**src/rtl/vsn_sparam_coef_loader_if.sv**
```systemverilog
// Coefficient write channel for the S-parameter coefficient loader.
// The master drives valid/addr/data; the slave returns ready.
`timescale 1ns/1ps
interface vsn_sparam_coef_loader_if #(
  parameter int ADDR_WIDTH = 4,
  parameter int COEF_WIDTH = 16
);
  logic                          wr_valid;
  logic                          wr_ready;
  logic        [ADDR_WIDTH-1:0]  wr_addr;
  logic signed [COEF_WIDTH-1:0]  wr_data;

  modport master (output wr_valid, output wr_addr, output wr_data, input wr_ready);
  modport slave  (input wr_valid, input wr_addr, input wr_data, output wr_ready);
endinterface

```
**src/rtl/vsn_sparam_coef_loader.sv**
```systemverilog
// Shadow/active S-matrix coefficient bank with frame-aligned commit.
// Optional readback port enabled by defining VSN_SPARAM_COEF_READBACK_EN.
`timescale 1ns/1ps
module vsn_sparam_coef_loader #(
  parameter int COEF_WIDTH = 16,
  parameter int NPORTS     = 3,
  parameter int ADDR_WIDTH = 4
) (
  input  logic                                   clk,
  input  logic                                   resetn,
  vsn_sparam_coef_loader_if.slave                wr,
  input  logic                                   commit_req,
  input  logic                                   frame_strobe,
  output logic                                   commit_ack,
  output logic                                   s_update,
  output logic                                   busy,
  output logic                                   err_addr,
`ifdef VSN_SPARAM_COEF_READBACK_EN
  input  logic        [ADDR_WIDTH-1:0]           rd_addr,
  output logic signed [COEF_WIDTH-1:0]           rd_data,
`endif
  output logic [NPORTS*NPORTS*COEF_WIDTH-1:0]    s_flat
);

  localparam int NN = NPORTS * NPORTS;

  typedef enum logic [1:0] {IDLE, PENDING, ACK} state_t;

  state_t                       state;
  logic                         wr_ready_q;
  logic                         wr_fire;
  logic                         wr_in_range;
  logic signed [COEF_WIDTH-1:0] shadow [NN];
  logic signed [COEF_WIDTH-1:0] active [NN];

  assign wr.wr_ready = wr_ready_q;
  assign wr_fire     = wr.wr_valid && wr_ready_q;

  always_comb begin
    wr_in_range = 1'b0;
    for (int k = 0; k < NN; k++)
      if (wr.wr_addr == ADDR_WIDTH'(k)) wr_in_range = 1'b1;
  end

  // Control and both banks; a write accepted on the commit_req edge lands before the copy
  always_ff @(posedge clk or negedge resetn) begin
    if (!resetn) begin
      state      <= IDLE;
      wr_ready_q <= 1'b1;
      busy       <= 1'b0;
      commit_ack <= 1'b0;
      s_update   <= 1'b0;
      err_addr   <= 1'b0;
      for (int k = 0; k < NN; k++) begin
        shadow[k] <= '0;
        active[k] <= '0;
      end
    end else begin
      commit_ack <= 1'b0;
      s_update   <= 1'b0;
      if (wr_fire) begin
        if (!wr_in_range) err_addr <= 1'b1;
        for (int k = 0; k < NN; k++)
          if (wr.wr_addr == ADDR_WIDTH'(k)) shadow[k] <= wr.wr_data;
      end
      case (state)
        IDLE: begin
          if (commit_req) begin
            state      <= PENDING;
            wr_ready_q <= 1'b0;
            busy       <= 1'b1;
          end
        end
        PENDING: begin
          if (frame_strobe) begin
            for (int k = 0; k < NN; k++) active[k] <= shadow[k];
            state      <= ACK;
            commit_ack <= 1'b1;
            s_update   <= 1'b1;
            err_addr   <= 1'b0;
          end
        end
        ACK: begin
          state      <= IDLE;
          wr_ready_q <= 1'b1;
          busy       <= 1'b0;
        end
        default: begin
          state      <= IDLE;
          wr_ready_q <= 1'b1;
          busy       <= 1'b0;
        end
      endcase
    end
  end

  for (genvar g = 0; g < NN; g++) begin : g_flat
    assign s_flat[g*COEF_WIDTH +: COEF_WIDTH] = active[g];
  end

`ifdef VSN_SPARAM_COEF_READBACK_EN
  // Registered read mux over the active bank; unmapped addresses read as zero
  always_ff @(posedge clk or negedge resetn) begin
    if (!resetn) begin
      rd_data <= '0;
    end else begin
      rd_data <= '0;
      for (int k = 0; k < NN; k++)
        if (rd_addr == ADDR_WIDTH'(k)) rd_data <= active[k];
    end
  end
`endif

endmodule
```
**src/flat_wrapper.sv**
```systemverilog
// flat-port wrapper written by rule: the top's interface ports become plain ports
module vsn_sparam_coef_loader_flat 
#(
  parameter int COEF_WIDTH = 16,
  parameter int NPORTS     = 3,
  parameter int ADDR_WIDTH = 4
)
  (clk, resetn, commit_req, frame_strobe, commit_ack, s_update, busy, err_addr, s_flat, wr_wr_valid, wr_wr_addr, wr_wr_data, wr_wr_ready);
  vsn_sparam_coef_loader_if #(.ADDR_WIDTH(ADDR_WIDTH), .COEF_WIDTH(COEF_WIDTH)) wr_i ();
  input  logic clk;
  input  logic resetn;
  input  logic commit_req;
  input  logic frame_strobe;
  output logic commit_ack;
  output logic s_update;
  output logic busy;
  output logic err_addr;
  output logic [NPORTS*NPORTS*COEF_WIDTH-1:0] s_flat;
  input wire logic [$bits(wr_i.wr_valid)-1:0] wr_wr_valid;
  input wire logic [$bits(wr_i.wr_addr)-1:0] wr_wr_addr;
  input wire logic [$bits(wr_i.wr_data)-1:0] wr_wr_data;
  output wire logic [$bits(wr_i.wr_ready)-1:0] wr_wr_ready;
  assign wr_i.wr_valid = wr_wr_valid;
  assign wr_i.wr_addr = wr_wr_addr;
  assign wr_i.wr_data = wr_wr_data;
  assign wr_wr_ready = wr_i.wr_ready;
  vsn_sparam_coef_loader #(.COEF_WIDTH(COEF_WIDTH), .NPORTS(NPORTS), .ADDR_WIDTH(ADDR_WIDTH)) u_core (.clk(clk), .resetn(resetn), .wr(wr_i), .commit_req(commit_req), .frame_strobe(frame_strobe), .commit_ack(commit_ack), .s_update(s_update), .busy(busy), .err_addr(err_addr), .s_flat(s_flat));
endmodule
```
**config.mk**
```make
export PLATFORM = sky130hd
export DESIGN_NAME = vsn_sparam_coef_loader_flat
export DESIGN_NICKNAME = d
export VERILOG_FILES = /design/src/rtl/vsn_sparam_coef_loader_if.sv /design/src/rtl/vsn_sparam_coef_loader.sv /design/src/flat_wrapper.sv
export SDC_FILE = /design/constraint.sdc
export NUM_CORES = 1
export LEC_CHECK = 0
export CORE_ASPECT_RATIO = 0.8
export CORE_MARGIN = 2
export CORE_UTILIZATION = 37
export DETAILED_ROUTE_END_ITERATION = 8
export GPL_TIMING_DRIVEN = 0
export PLACE_DENSITY_LB_ADDON = 0.25
export SYNTH_ARGS = -nofsm -noshare
export SYNTH_HDL_FRONTEND = slang
export SYNTH_SLANG_ARGS = --single-unit
```
**constraint.sdc**
```tcl
create_clock -name clk -period 4.32 [get_ports clk]
set_input_delay 0.864 -clock clk [delete_from_list [all_inputs] [get_ports clk]]
set_output_delay 0.864 -clock clk [all_outputs]
set_load 0.01 [all_outputs]
```
# Yosys cells after proc, flatten, opt, wreduce, memory -nomap -nowiden
# Index checks and enable logic that the tools add are counted.
# word_totals
reg_bits	294
in_bits	25
# classes
n_eq_ne	11
muxes	22
n_bitwise	1
n_reduce_logical	15
# op_table
cell	count
AND reduction 2 bit	12
2-to-1 mux 1 bit	17
equality test 4 x 3 -> 1 bit (second input constant)	4
equality test 4 x 2 -> 1 bit (second input constant)	2
equality test 4 x 1 -> 1 bit (second input constant)	1
equality test 4 bit (second input constant)	1
logical NOT 4 bit	1
2-to-1 mux 2 bit	2
!= test 2 bit (second input constant)	2
one-hot mux 1 bit (2 select lines)	2
one-hot mux 2 bit (2 select lines)	1
equality test 2 x 1 -> 1 bit (second input constant)	1
logical NOT 2 bit	1
logical AND 1 bit	1
inverter 1 bit	1

# Logic depth before layout (Yosys ltp)
# depth
depth_word	14
depth_mapped	6
ltp_nobuf	4

# Worst setup path before layout
# Ideal clock, no wire load.
# synth_path
path_kind	input-to-reg
startpoint	input port wr_wr_addr[1]
endpoint	register u_core.shadow[10] (netlist name)
setup_ns	0.125
t_arrival_ns	2.122
t_required_ns	4.195
path_slack_ns	2.073
stages	5
path_buffers	2
cell_sequence	buf_2 or3_1 nor2_4 buf_6 mux2_2
# synth_via
elab_chain_len	2
# synth_lines
element	line_no	text
start: declaration	flat_wrapper.sv:20	input wire logic [$bits(wr_i.wr_addr)-1:0] wr_wr_addr;
equality test 4 bit	vsn_sparam_coef_loader.sv:64	if (wr.wr_addr == ADDR_WIDTH'(k)) shadow[k] <= wr.wr_data;
AND reduction 2 bit (no source line)	--	
end signal: indexed assignment	vsn_sparam_coef_loader.sv:64	
end: declaration	vsn_sparam_coef_loader.sv:33	logic signed [COEF_WIDTH-1:0] shadow [NN];
# Every way passes these cells.
# A chain may end at the register's enable or synchronous reset.

# Worst setup path after layout
# layout_path
startpoint	register u_core.wr_ready_q, in the netlist u_core.wr.wr_ready
endpoint	output port wr_wr_ready
# layout_rtl
element	line_no	text
start: declaration	vsn_sparam_coef_loader.sv:30	logic wr_ready_q;
start signal: assignment	vsn_sparam_coef_loader.sv:49	wr_ready_q <= 1'b1;
start signal: assignment	vsn_sparam_coef_loader.sv:70	wr_ready_q <= 1'b0;
start signal: assignment	vsn_sparam_coef_loader.sv:85	wr_ready_q <= 1'b1;
end: declaration	flat_wrapper.sv:22	output wire logic [$bits(wr_i.wr_ready)-1:0] wr_wr_ready;
# No word-level cell between the ends.

==> results.json <==
{
  "crit_chain": "clkdlybuf4s50_1",
  "fin_ws_ns": 1.74,
  "synth_nets": 664,
  "netSwitchingFraction_pct": 27.2,
  "whs_ns": 0.270,
  "internal_power_uw": 7510,
  "rows": 56,
  "post-cts-setup-buffers": 0,
  "critPathBufInv": 1,
  "dieArea_sq_um": 31200,
  "clkSlewWorstSetupHoldPaths_ns": 0.06,
  "grt_pass1_wl_microns": 37700,
  "grt_pass1_vias": 6226,
  "fp.dieH_microns": 158,
  "drv_cap": 0,
  "leakagePower_uw": 0.00662,
  "htreeDepth": 1,
  "tightestPinTransition_ns": 0.737,
  "yosys_warnings": 0,
  "cts_tree": "done",
  "stdcell_area_sq_um": 14300,
  "cts_sinks": 294,
  "clkLatencyLatePin_ns": 0.55,
  "crit_fanout": 6,
  "cts-root-buf": "clkbuf_16",
  "die_w_microns": 197,
  "postSynthCellCount": 639,
  "multi_input_area_sq_um": 3470,
  "vias_per_cell": 4.83,
  "gp_congestion": 0.701,
  "synth-seq-cells": 294,
  "setup.worst_path.start": "u_core.wr.wr_ready",
  "arrival_ns": 1.72,
  "slew_headroom_pct": 50.7,
  "layout_commonest_cell": "dfrtp_1",
  "portBuffers": 171,
  "post-synth-top-area-cell": "dfrtp_1",
  "rsz0062_at_grt": "false",
  "final_layout_size_suffix_gt1_share_pct": 43.3,
  "drt_iter0_markers": 190,
  "preCtsSetupSlack_ns": 1.24,
  "grtUsageTotal_pct": 15.8,
  "seq_power_share_pct": 43.8,
  "grt_use_met1_pct": 23.0,
  "ys.flop_type": "dfrtp_1",
  "met3_usage_pct": 4.60,
  "hold_path.class": "input pin to asynchronous set/reset pin",
  "critPathKind": "flip-flop to primary output",
  "ios": 174,
  "fin_util_pct": 48.7,
  "regArea_sq_um": 7360,
  "synthArstFlopShare_pct": 100,
  "start_util_pct": 37.6,
  "num-fill-cells": 2574,
  "drc_errors": 0,
  "grt_max_degree": 118,
  "p_switching_uw": 2810,
  "outcome": "finished, final reports clean",
  "power_frac_clock_pct": 25.1,
  "hold_buffers": 0,
  "syn_to_final_growth_pct": 29.4,
  "layout_min_cycle_time_ns": 2.58,
  "max_freq_mhz": 387,
  "synth_top_area_share_pct": 66.5,
  "grt.busiest_layer": "met2",
  "synth_area_sq_um": 11000,
  "irDropWorstVdd_v": 0.000355,
  "final_cell_mix": "dfrtp_1, mux2_2, clkdlybuf4s50_1",
  "cts_resized": 0,
  "slew_viol_final": 0,
  "setup_viol": 0,
  "crit_path_top_delay_cell": "dfstp_2",
  "place_area_sq_um": 13300,
  "vias": 6013,
  "post-route-period-util_pct": 59.8,
  "combPwrFrac_pct": 31.1,
  "rr_startpoint": "u_core.wr.wr_ready",
  "synth-edff-count": 0,
  "power_per_cell_area_nw_per_um2": 723,
  "cp_data_required_time_ns": 3.46,
  "cts_buffers": 30,
  "tns_ns": 0,
  "drtPass1Iterations": 4,
  "critical-path-max-stage-delay_ns": 0.61,
  "hpwl_microns": 16600,
  "synth.distinct_cells": 27,
  "fin_skew_ns": 0.0138,
  "gr-total-overflow": 0,
  "finalHoldViolCount": 0,
  "clockBufferDepth": 3,
  "ys_top_cells_by_area": "dfrtp_1, mux2_2, mux2_4",
  "worstSetupStartpointType": "flip-flop",
  "coreArea_sq_um": 29300,
  "wirelength_microns": 24200,
  "wl_per_cell_microns": 19.5,
  "grt.met2_usage_pct": 23.6,
  "ys_seq_area_share_pct": 66.8,
  "num-nets-final": 869,
  "synth_area_per_cell_sq_um": 17.2,
  "end_kind": "primary output",
  "crit_family": "flip-flops",
  "antenna_left": 0,
  "antenna_found_initial": 1
}
[power by group through the flow]
stage	Sequential [uW]	Combinational, uW	Clock [uW]
global placement	4570	3190	0
CTS	4540	3270	2660
floorplan	4700	1340	0
global route	4690	3440	2770
finish	4520	3210	2590
detailed placement	4580	3250	0
[state kept, by name (all words and copies together), names as in the netlist]
signal / flops
u_core.err_addr: 1
u_core.commit_ack: 1
u_core.state: 2
u_core.busy: 1
u_core.wr.wr_ready: 1
u_core.shadow: 144
u_core.s_flat: 144
[metrics by stage]
step | instances | power [uW]
floorplan | 639 | 6040
global placement | 1187 | 7760
detailed placement | 1189 | 7830
CTS | 1244 | 10500
global route | 1244 | 10900
finish | 1246 | 10300
[cells in the mapped netlist, types with 2 or more instances]
library cell and n:
mux2_2 278, nand3b_2 2, buf_4 4, or3_1 2, inv_1 3, buf_2 21, dfrtp_1 293, mux2_4 10
nor2_1 3, buf_6 3, clkbuf_1 2, nand2_1 3
[area by class of cell]
type	instances	share of cell area, %
inverters	3	0.0790
clock inverters	10	0.737
flip-flops and latches	294	51.6
repair buffers	173	12.4
multi-input cells	312	24.4
well taps	377	3.31
diodes	2	0.0351
clock buffers	45	6.23
plain buffers	30	1.24
[path summary, 6_finish.rpt]
kind	end	slack, ns	cells after the start
min in group clk	u_core.s_flat[55]	0.50	1
max reg2reg	u_core.shadow[41]	2.10	4
max in group asynchronous	u_core.shadow[104]	3.06	2
max	wr_wr_ready	1.74	1
min	u_core.s_flat[130]	0.27	1
min reg2reg	u_core.s_flat[55]	0.50	1
[layer usage]
| layer | share of wire (%) | up-vias | routed length [microns] |
|---|---|---|---|
| li1 | - | 2694 | - |
| met1 | 49 | 3148 | 11800 |
| met2 | 43 | 141 | 10400 |
| met3 | 6.8 | 30 | 1640 |
| met4 | 1.7 | 0 | 405 |
| met5 | 0 | - | 0 |
[cells by family (layout without fill, tap and decap cells)]
group                  count (synthesis)  count (layout)  share of synthesized area, %
flip-flops                           294             294                          66.8
other                                  0               2                             0
AND/OR/NAND/NOR                       20              20                          1.51
buffers and inverters                 33             261                          1.70
AO/OA/AOI/OAI                          4               4                         0.238
multiplexers                         288             288                          29.8
(Power assumes the default switching activity.)
==> edit, RTL diff (config.mk and constraints unchanged) <==
`NPORTS` is set to 3 in 2 places; all go to 6.
--- a/src/rtl/vsn_sparam_coef_loader.sv
+++ b/src/rtl/vsn_sparam_coef_loader.sv
@@ -4,5 +4,5 @@
 module vsn_sparam_coef_loader #(
   parameter int COEF_WIDTH = 16,
-  parameter int NPORTS     = 3,
+  parameter int NPORTS     = 6,
   parameter int ADDR_WIDTH = 4
 ) (
--- a/src/flat_wrapper.sv
+++ b/src/flat_wrapper.sv
@@ -3,5 +3,5 @@
 #(
   parameter int COEF_WIDTH = 16,
-  parameter int NPORTS     = 3,
+  parameter int NPORTS     = 6,
   parameter int ADDR_WIDTH = 4
 )
Interface: changed (resized s_flat); port bits go from 174 to 606. No check against the original RTL was run, so the function may have changed too.
==> edit against the original RTL <==
  * Global-route usage up 3.3 points
  * Sequential cell count up 224
  * Largest power group is now combinational logic
  * Total power up 130%
  * Synthesized area up 96%
  * Cell area up 110%
  * Setup slack worse by 220 ps
  * Wire length up 150%
  * Cell count up 130%
==> edit: results <==
{
  "outcome": "completed",
  "slowest_stage": "dfrtp_1",
  "cp_max_fo": 4,
  "ys_seq_area_frac": 0.5987,
  "slew_headroom": 0.07337,
  "cts.reportedPaths.clkPinSlew_ps": 60,
  "clk_latency_ps": 570,
  "dp_hpwl_um": 43560,
  "layout.nets": 2139,
  "place_ws_ps": 909.3,
  "vias_per_cell": 4.535,
  "async_flop_share": 1.000,
  "grt_antenna_before_repair": 3,
  "cpPeakStageDelay_ps": 650,
  "worstRegToRegCells": 4,
  "ys_types": 22,
  "hold_path_class": "input pin to asynchronous set/reset pin",
  "r2r-end": "u_core.shadow[407]$_DFFE_PN0P_",
  "wl_um": 59670,
  "cpLargestDelayFamily": "buffers and inverters",
  "reg2reg_slack_ps": 1690,
  "hold_ws_ps": 205.4,
  "avgSynthCellArea_um2": 14.92,
  "placed_area_mm2": 0.02879,
  "clock_skew_ps": 7.163,
  "drive_gt1_frac": 0.4517,
  "synth_area_leaders": "dfrtp_1 60%, mux2_2 27%, buf_4 11%",
  "crit_start": "u_core.s_flat[527]$_DFFE_PN0P_",
  "drt-initial-drc-count": 471,
  "cts-htree-levels": 2,
  "grt_pass1_wl_um": 85280,
  "yosys-top-cells-count": "517 x dfrtp_1, 512 x mux2_2, 325 x buf_4",
  "track_usage": 0.1913,
  "cellLeakagePower_nw": 14.37,
  "seq_area_mm2": 0.01296,
  "grt_pass1_vias": 12950,
  "place_congestion": 0.7671,
  "dp.cells": 2829,
  "peakVddDrop_uv": 429.3,
  "grt_start_max_net_pins": 124
}
## edit: worst reg2reg max path, stage by stage, from the launching register on
cell	delay, ps
dfstp_2	690
nand4b_1	220
nor2_1	800
buf_2	420
mux2_2	380
## edit: routing by layer
metal	routed length, um	track usage	vias to the layer above	part of all wire
met5	0	0	-	0
met4	720	0.03786	0	0.012
met3	2473	0.02941	50	0.041
met2	29310	0.3182	350	0.49
met1	27170	0.2672	6914	0.46
li1	-	-	5959	-
## edit: layout make-up
type	instances	area share
flip-flops and latches	518	0.4251
repair buffers	609	0.2024
well taps	769	0.03155
inverters	3	0.0003693
multi-input cells	544	0.1953
clock inverters	13	0.004185
plain buffers	386	0.08928
clock buffers	81	0.05153
diodes	4	0.0003282
## edit: kinds of logic after synthesis
kind of cell,Yosys count,synth area share
multiplexers,512,0.2663
AND/OR/NAND/NOR,29,0.007918
flip-flops,518,0.5987
buffers and inverters,389,0.1263
AO/OA/AOI/OAI,3,0.0008092
## edit: how the worst max path moves through the flow
stage / end / slack [ps] / cells after the start
2_1_floorplan: u_core.shadow[405]$_DFFE_PN0P_ / 2150 / 4
3_3_place_gp: u_core.s_flat[307]$_DFFE_PN0P_ / -19760 / 1
3_5_place_dp: u_core.shadow[493]$_DFFE_PN0P_ / 910 / 5
4_1_cts: s_flat[271] / 1500 / 2
5_1_grt: u_core.shadow[406]$_DFFE_PN0P_ / 1440 / 5
6_report: s_flat[527] / 1510 / 2
## edit: power groups by stage
stage / Sequential [W] / Clock [W] / Combinational (W)
global placement: 0.00861 / 0 / 0.0111
finish: 0.00855 / 0.00446 / 0.0112
CTS: 0.00861 / 0.00458 / 0.0113
detailed placement: 0.00867 / 0 / 0.0113
global route: 0.00884 / 0.00477 / 0.0118
floorplan: 0.00851 / 0 / 0.00483
